`config.mk`:
```
export PLATFORM = sky130hd
export DESIGN_NAME = scan_mux_n
export DESIGN_NICKNAME = d
export VERILOG_FILES = /design/src/rtl/scan_mux_pkg.sv /design/src/rtl/mux_n_to_1.sv /design/src/rtl/scan_mux_n.sv
export SDC_FILE = /design/constraint.sdc
export NUM_CORES = 1
export LEC_CHECK = 0
export BUFFER_PORTS_ARGS = -buffer_cell sky130_fd_sc_hd__buf_2
export CAP_MARGIN = 20
export CORE_ASPECT_RATIO = 1.1
export CORE_MARGIN = 3
export CORE_UTILIZATION = 58
export CTS_CLUSTER_SIZE = 12
export DETAILED_ROUTE_END_ITERATION = 10
export PLACE_DENSITY = 0.8
export SLEW_MARGIN = 5
export SYNTH_ARGS = -nofsm -noshare
export SYNTH_HDL_FRONTEND = slang
export SYNTH_SLANG_ARGS = --single-unit
```
`constraint.sdc`:
```
create_clock -name clk -period 9.4 [get_ports clk]
set_input_delay 0.94 -clock clk [delete_from_list [all_inputs] [get_ports clk]]
set_output_delay 0.94 -clock clk [all_outputs]
set_load 0.05 [all_outputs]
```
`src/rtl/scan_mux_pkg.sv`:
```
// Shared types and channel-search helpers for the scanning multiplexer.
package scan_mux_pkg;

    localparam int unsigned MAX_CH = 64;
    localparam int unsigned MAX_SW = 6;

    typedef enum logic {
        MODE_MANUAL = 1'b0,
        MODE_SCAN   = 1'b1
    } mode_e;

    // Result of a next-channel search: index found and whether the search wrapped past the top.
    typedef struct packed {
        logic              wrap;
        logic [MAX_SW-1:0] idx;
    } next_t;

    // Lowest set bit at or after idx, wrapping around n_ch; returns 0 if the mask is empty.
    function automatic logic [MAX_SW-1:0] first_at_or_after(
        input logic [MAX_CH-1:0] mask,
        input logic [MAX_SW-1:0] idx,
        input int unsigned       n_ch
    );
        logic [MAX_SW-1:0] r;
        logic              done;
        int unsigned       j;
        r    = '0;
        done = 1'b0;
        for (int unsigned k = 0; k < MAX_CH; k++) begin
            j = (32'(idx) + k) % n_ch;
            if (k < n_ch && !done && mask[j[MAX_SW-1:0]]) begin
                done = 1'b1;
                r    = j[MAX_SW-1:0];
            end
        end
        return r;
    endfunction

    // Next set bit strictly after idx; wrap is set when the result is not above idx.
    function automatic next_t next_enabled(
        input logic [MAX_CH-1:0] mask,
        input logic [MAX_SW-1:0] idx,
        input int unsigned       n_ch
    );
        next_t             r;
        logic [MAX_SW-1:0] start;
        start  = MAX_SW'((32'(idx) + 32'd1) % n_ch);
        r.idx  = first_at_or_after(mask, start, n_ch);
        r.wrap = (r.idx <= idx);
        return r;
    endfunction

endpackage

```
`src/rtl/mux_n_to_1.sv`:
```
// Purely combinational N-to-1 indexed select over packed channel data.
module mux_n_to_1 #(
    parameter  int unsigned N_CH = 16,
    parameter  int unsigned W    = 1,
    localparam int unsigned SW   = $clog2(N_CH)
) (
    input  logic [N_CH*W-1:0] w,
    input  logic [SW-1:0]     sel,
    output logic [W-1:0]      y_c
);

    // Channel k occupies w[k*W +: W].
    assign y_c = w[sel*W +: W];

endmodule

```
`src/rtl/scan_mux_n.sv`:
```
// N-channel registered multiplexer with manual select and an automatic dwell-based channel scanner.
module scan_mux_n
    import scan_mux_pkg::*;
#(
    parameter  int unsigned N_CH  = 16,
    parameter  int unsigned W     = 1,
    parameter  int unsigned DWELL = 1,
    localparam int unsigned SW    = $clog2(N_CH)
) (
    input  logic              clk,
    input  logic              resetn,
    input  logic [N_CH*W-1:0] w,
    input  logic [SW-1:0]     s,
    input  logic              mode,
    input  logic [N_CH-1:0]   en_mask,
    output logic [W-1:0]      f,
    output logic [SW-1:0]     ch,
    output logic              valid,
    output logic              frame_done
);

    localparam int unsigned    CW       = 8;
    localparam logic [CW-1:0]  CNT_LAST = CW'(DWELL - 1);

    // Registered scan state
    logic [SW-1:0] ptr_q;
    logic [CW-1:0] cnt_q;
    logic          wrap_q;
    logic          empty_q;
    mode_e         mode_q;

    // Next-state values
    logic [W-1:0]  f_n;
    logic [SW-1:0] ch_n;
    logic          valid_n;
    logic          fd_n;
    logic [SW-1:0] ptr_n;
    logic [CW-1:0] cnt_n;
    logic          wrap_n;
    logic          empty_n;
    mode_e         mode_n;

    // Combinational scan helpers
    logic          entry;
    logic          fresh;
    logic [SW-1:0] cur;
    logic [CW-1:0] cnt_eff;
    next_t         adv;
    logic [SW-1:0] sel;
    logic [W-1:0]  y_c;

    mux_n_to_1 #(
        .N_CH (N_CH),
        .W    (W)
    ) u_mux (
        .w   (w),
        .sel (sel),
        .y_c (y_c)
    );

    // Pick the channel driven this cycle: re-seed on scan entry or after an empty mask, else hold the pointer.
    always_comb begin
        entry   = (mode == MODE_SCAN) && (mode_q == MODE_MANUAL);
        fresh   = entry || empty_q;
        if (entry) begin
            cur = SW'(first_at_or_after(MAX_CH'(en_mask), MAX_SW'(ch), N_CH));
        end else if (empty_q) begin
            cur = SW'(first_at_or_after(MAX_CH'(en_mask), '0, N_CH));
        end else begin
            cur = ptr_q;
        end
        cnt_eff = fresh ? '0 : cnt_q;
        adv     = next_enabled(MAX_CH'(en_mask), MAX_SW'(cur), N_CH);
        sel     = (mode == MODE_SCAN) ? cur : s;
    end

    // Next-state and output values for manual, empty-mask and active scan cycles.
    always_comb begin
        f_n     = f;
        ch_n    = ch;
        valid_n = valid;
        fd_n    = 1'b0;
        ptr_n   = ptr_q;
        cnt_n   = cnt_q;
        wrap_n  = wrap_q;
        empty_n = empty_q;
        mode_n  = mode_e'(mode);
        if (mode == MODE_MANUAL) begin
            f_n     = y_c;
            ch_n    = s;
            valid_n = 1'b1;
        end else if (en_mask == '0) begin
            valid_n = 1'b0;
            empty_n = 1'b1;
        end else begin
            f_n     = y_c;
            ch_n    = cur;
            valid_n = 1'b1;
            fd_n    = !fresh && wrap_q;
            empty_n = 1'b0;
            if (cnt_eff == CNT_LAST) begin
                cnt_n  = '0;
                ptr_n  = SW'(adv.idx);
                wrap_n = adv.wrap;
            end else begin
                cnt_n  = cnt_eff + CW'(1);
                ptr_n  = cur;
                wrap_n = 1'b0;
            end
        end
    end

    // State and output registers with asynchronous clear.
    always_ff @(posedge clk or negedge resetn) begin
        if (!resetn) begin
            f          <= '0;
            ch         <= '0;
            valid      <= 1'b0;
            frame_done <= 1'b0;
            ptr_q      <= '0;
            cnt_q      <= '0;
            wrap_q     <= 1'b0;
            empty_q    <= 1'b0;
            mode_q     <= MODE_MANUAL;
        end else begin
            f          <= f_n;
            ch         <= ch_n;
            valid      <= valid_n;
            frame_done <= fd_n;
            ptr_q      <= ptr_n;
            cnt_q      <= cnt_n;
            wrap_q     <= wrap_n;
            empty_q    <= empty_n;
            mode_q     <= mode_n;
        end
    end

endmodule

```
==> impl_metrics.env, run 1 <==
export IMPL_status="complete, no violations"
export IMPL_min_from="cnt_q[7]$_DFFE_PN0P_"
export IMPL_slew_violations=0
export IMPL_cts_path_max_buffers=2
export IMPL_placed_cells=1114
export IMPL_layout_common_cells="nand2_1, mux2i_1, nor2_1, o21ai_0, a21oi_1"
export IMPL_wl_met3_um=2240
export IMPL_grt_max_degree=34
export IMPL_m1WireLength_um=9520
export IMPL_clk_latency_ns=0.25
export IMPL_cp_arrival_ns=9.05
export IMPL_wirelength_um=25200
export IMPL_fill_cells=1042
export IMPL_slew_headroom_pct=25.5
export IMPL_finalNonFillerCells=1126
export IMPL_dpl_hpwl_um=19000
export IMPL_drive_gt1_share_pct=22.6
export IMPL_crit_fanout=33
export IMPL_rows=42
export IMPL_critPathKind="reg2reg"
export IMPL_htree_num_levels=1
export IMPL_yosysSeqAreaShare_pct=7.53
export IMPL_grt_pass1_vias=7548
export IMPL_nets=1031
export IMPL_synthToLayoutAreaGrowth_pct=9.12
export IMPL_ys_types=98
export IMPL_final_common_cell="nand2_1"
export IMPL_dieArea_mm2=0.0140
export IMPL_tightest_slew_ns=1.11
export IMPL_setup_viol=0
export IMPL_ios=46
export IMPL_critPathSlowestCell="xnor2_1"
export IMPL_antenna_found_initial=0
export IMPL_grt_overflow_total=0
export IMPL_ys_flop_type="dfrtp_1"
export IMPL_die_width_um=113
export IMPL_wire_per_inst_um=22.3
export IMPL_cap_viol_max_count=0
export IMPL_drc=0
export IMPL_synth_edf_count=0
export IMPL_cts_num_sinks=22
export IMPL_portBuffers=45
export IMPL_syn_inst=946
export IMPL_met2_length_um=11700
export IMPL_gp_congestion=1.09
export IMPL_min_period_ns=8.90
export IMPL_diodes=0
export IMPL_dr_max_layer_used="met4"
export IMPL_grt_use_total_pct=35.3
export IMPL_async_reset_ff_share_pct=100
export IMPL_ctsRootBufferMaster="clkbuf_16"
export IMPL_grt_pass1_wl_um=40300
export IMPL_drtAntennaViolNets=0
export IMPL_initial_utilization_pct=60.0
export IMPL_hold_viol_final=0
export IMPL_fp_dieH_um=124
export IMPL_fin_crit_sh_pct=94.6
export IMPL_max_freq_mhz=112
export IMPL_syn_area_mm2=0.00732
export IMPL_viasPerCell=7.24
export IMPL_ys_warn_count=0
export IMPL_numCtsBuffers=3
export IMPL_via_count=8152
export IMPL_syn_avg_cell_area_um2=7.73
export IMPL_coreArea_mm2=0.0122
export IMPL_clk_pin_slew_ns=0.06
export IMPL_firstDrtPassIters=6
export IMPL_drt_iter0_markers=1098
export IMPL_worst_ep_required_time_ns=9.56
export IMPL_critPathCaptureType="flip-flop"
export IMPL_startpoint="ch[1]$_DFFE_PN0P_"
export IMPL_ys_ff_latch=22
export IMPL_cts_tree="built"
export IMPL_r2r_start="ch[1]$_DFFE_PN0P_"
export IMPL_cpPeakStageDelay_ns=0.52
export IMPL_hold_class="reg2reg"
export IMPL_cp_start_kind="flip-flop"
export IMPL_skew_ns=0.00305
export IMPL_synth_nets=1004
==> metrics by stage <==
step	setup slack [ns]	utilization, %	cell area [µm²]	TNS [ns]	hold WS [ns]
after floorplan	0.00700	-	7340	0	0.440
after global placement	0.135	63.4	7720	0	0.467
after detailed placement	0.0654	63.4	7730	0	0.473
after CTS	0.0809	64.2	7820	0	0.485
after global routing	-0.0983	65.5	7980	-0.0983	0.510
final	0.504	65.5	7980	0	0.490
==> per-layer routing <==
metal  vias up  GRT usage, %
li1       3707             -
met1      3775          45.4
met2       527          57.7
met3       143          4.42
met4         0          19.8
met5         -             0
==> Yosys cell counts, types with 9 or more instances <==
cell	n	area share, %
mux2_2	26	4.0
or2_2	9	0.77
and2_1	12	1.0
o211ai_1	10	1.0
a21oi_1	56	3.8
or3_1	11	0.94
buf_2	12	0.82
o31ai_1	17	1.7
xnor2_1	16	1.9
a31oi_1	13	1.1
nor3_1	31	2.1
nand2_1	96	4.9
dfrtp_1	22	7.5
nand3_1	33	2.3
or4_1	9	0.92
inv_1	23	1.2
nand2b_1	10	0.86
mux2i_1	89	12
clkbuf_1	46	2.4
nor2_1	70	3.6
nor4_1	13	1.1
mux4_2	37	11
ha_1	19	3.2
nand4_1	13	1.1
o21ai_0	59	4.0
==> what timing repair did <==
item,CTS,global route
gates resized for setup,0,19
setup buffers,0,8
hold buffers,0,0
endpoints found under the setup margin,0,1
==> state kept, by name, indices dropped and copies added (netlist names) <==
name,cells
empty_q,1
f,1
ch,4
ptr_q,4
frame_done,1
mode_q,1
wrap_q,1
valid,1
cnt_q,8
==> final cells by class <==
cell class | count | area [µm²] | area share, %
Clock buffer | 4 | 88.8 | 1.11
Tap cell | 154 | 193 | 2.41
Sequential cell | 22 | 554 | 6.94
Timing Repair Buffer | 92 | 592 | 7.41
Multi-Input combinational cell | 825 | 6440 | 80.7
Inverter | 29 | 113 | 1.41
==> path summary, 6_finish.rpt <==
kind	endpoint	cells past startpoint	slack, ns
max	wrap_q$_DFFE_PN0P_	37	0.50
min	cnt_q[7]$_DFFE_PN0P_	1	0.49
min in group asynchronous	wrap_q$_DFFE_PN0P_	1	0.64
min reg2reg	cnt_q[7]$_DFFE_PN0P_	1	0.49
max reg2reg	wrap_q$_DFFE_PN0P_	37	0.50
max in group asynchronous	ch[2]$_DFFE_PN0P_	1	8.39
==> cells by family (layout without fill, tap and decap cells) <==
family | count (synthesis) | in the layout | share of synthesized area (%)
simple gates | 352 | 352 | 24.9
flops | 22 | 22 | 7.53
xor+xnor | 26 | 26 | 3.57
buf+inv | 99 | 125 | 5.85
mux | 164 | 164 | 29.9
compound gates | 264 | 264 | 25.0
fa+ha+maj | 19 | 19 | 3.25
==> worst max-delay path, delay by kind of cell (launching register included) <==
family,cells,cell delay [ns]
multiplexers,1,0.15
AND/OR/NAND/NOR,13,3.15
flip-flops,1,0.41
adder cells (fa/ha/maj),4,1.16
buffers and inverters,6,1.02
AO/OA/AOI/OAI,12,2.35
XOR/XNOR,1,0.52
Power of run 1 is left out: the tool's default activity adds up to more than one toggle a clock period on the data nets, which glitch-free logic cannot reach.
==> run 2: changes to the inputs <==
- CORE_ASPECT_RATIO: 1.1 -> default
==> run 2 against run 1 <==
  * Wire length is 8.2% higher
  * Critical path depth stayed put
  * Clock skew is 0.0023 ns higher
  * Global-route usage is 1.7 points higher
  * Setup slack better by 0.074 ns
  * Hold slack hardly changed
  * Via count is 4.0% higher
  * Critical path type unchanged
  * Largest cell class unchanged
  * Highest routed layer unchanged
==> impl_metrics.env, run 2 (synthesized netlist as in run 1, its figures left out) <==
export IMPL_drt_iter0_markers=1078
export IMPL_final_common_cell="nand2_1"
export IMPL_setup_viol=0
export IMPL_portBuffers=45
export IMPL_crit_fanout=12
export IMPL_firstDrtPassIters=8
export IMPL_grt_max_degree=25
export IMPL_drtAntennaViolNets=0
export IMPL_placed_cells=1139
export IMPL_via_count=8481
export IMPL_ios=46
export IMPL_cts_num_sinks=22
export IMPL_viasPerCell=7.37
export IMPL_hold_class="reg2reg"
export IMPL_nets=1042
export IMPL_m1WireLength_um=11000
export IMPL_cp_arrival_ns=8.99
export IMPL_multi_input_area_mm2=0.00640
export IMPL_dpl_hpwl_um=20700
export IMPL_htree_num_levels=1
export IMPL_ctsRootBufferMaster="clkbuf_16"
export IMPL_coreArea_mm2=0.0122
export IMPL_wirelength_um=27200
export IMPL_grt_overflow_total=0
export IMPL_synthToLayoutAreaGrowth_pct=9.97
export IMPL_regArea_um2=554
export IMPL_largest_reg_flops=8
export IMPL_grt_pass1_wl_um=42200
export IMPL_grt_use_total_pct=37.0
export IMPL_numCtsBuffers=3
export IMPL_critPathKind="reg2reg"
export IMPL_grt_pass1_vias=7596
export IMPL_met2_length_um=12000
export IMPL_slew_violations=0
export IMPL_clk_pin_slew_ns=0.06
export IMPL_gp_congestion=1.10
export IMPL_drc=0
export IMPL_max_freq_mhz=113
export IMPL_status="complete, no violations"
export IMPL_critPathSlowestCell="nor3_1"
export IMPL_largest_register="cnt_q"
export IMPL_cpPeakStageDelay_ns=0.53
export IMPL_drive_gt1_share_pct=23.2
export IMPL_fill_cells=1114
export IMPL_skew_ns=0.00534
export IMPL_finalNonFillerCells=1151
export IMPL_layout_common_cells="nand2_1, mux2i_1, nor2_1, o21ai_0, buf_4"
export IMPL_die_width_um=118
export IMPL_wire_per_inst_um=23.6
export IMPL_fin_crit_sh_pct=93.8
export IMPL_critPathCaptureType="flip-flop"
export IMPL_min_period_ns=8.82
export IMPL_rows=40
export IMPL_dr_max_layer_used="met4"
export IMPL_clk_latency_ns=0.26
export IMPL_hold_viol_final=0
export IMPL_slew_headroom_pct=25.9
export IMPL_fp_dieH_um=118
export IMPL_antenna_found_initial=0
export IMPL_diodes=0
export IMPL_wl_met3_um=3380
export IMPL_reg_top3="cnt_q x8, ch x4, ptr_q x4"
export IMPL_tightest_slew_ns=1.10
export IMPL_cts_path_max_buffers=2
export IMPL_initial_utilization_pct=60.2
export IMPL_dieArea_mm2=0.0140
export IMPL_cp_start_kind="flip-flop"
export IMPL_worst_ep_required_time_ns=9.57
export IMPL_cts_tree="built"
export IMPL_cap_viol_max_count=0
==> run 2: cell count changes in the layout (fill, tap and decap cells not counted), sizes merged <==
cell	change
buf	+11
clkinv	-1
inv	+1
clkbuf	-1
bufinv	+1
==> run 2: critical path, delay by kind of cell, from the launching register on <==
family	cells	cell delay [ns]
mux	3	0.88
flops	1	0.38
simple gates	11	2.81
fa+ha+maj	4	1.18
compound gates	11	1.88
buf+inv	8	1.59
==> run 2: final cells by class <==
| class | count | area share (%) |
|---|---|---|
| clock buffers | 3 | 0.933 |
| clock inverters | 1 | 0.373 |
| inverters | 29 | 1.40 |
| multi-input cells | 825 | 79.5 |
| flip-flops and latches | 22 | 6.89 |
| well taps | 168 | 2.61 |
| repair buffers | 103 | 8.26 |
==> run 2: worst paths after layout <==
kind / endpoint / start / slack, ns / depth (start not counted)
worst min-delay path: cnt_q[7]$_DFFE_PN0P_ / cnt_q[7]$_DFFE_PN0P_ / 0.49 / 1
worst min register to register: cnt_q[7]$_DFFE_PN0P_ / cnt_q[7]$_DFFE_PN0P_ / 0.49 / 1
worst max-delay path: wrap_q$_DFFE_PN0P_ / ch[2]$_DFFE_PN0P_ / 0.58 / 37
max in group asynchronous: ch[1]$_DFFE_PN0P_ / resetn / 8.39 / 1
worst max register to register: wrap_q$_DFFE_PN0P_ / ch[2]$_DFFE_PN0P_ / 0.58 / 37
min in group asynchronous: frame_done$_DFF_PN0_ / resetn / 0.63 / 1
==> run 2: stage by stage <==
stage	TNS [ns]	setup slack [ns]	area [µm²]	hold WS [ns]	utilization [%]
floorplan	0	0.00700	7340	0.440	-
global placement	0	0.213	7820	0.472	64.3
detailed placement	0	0.102	7820	0.476	64.3
CTS	0	0.160	7920	0.488	65.2
global route	-0.0529	-0.0529	8050	0.521	66.2
finish	0	0.578	8050	0.490	66.2
==> run 2: metal layers <==
layer  vias up  global-route usage (%)
li1       3747                       -
met1      4029                    52.6
met2       616                    56.3
met3        89                    8.18
met4         0                    10.7
met5         -                       0
==> run 2: timing repair <==
item,4_1_cts,5_1_grt
resized for setup,0,15
hold buffers,0,0
buffers inserted,0,8
setup endpoints to repair,0,1
Power of run 2 is left out for the same reason.
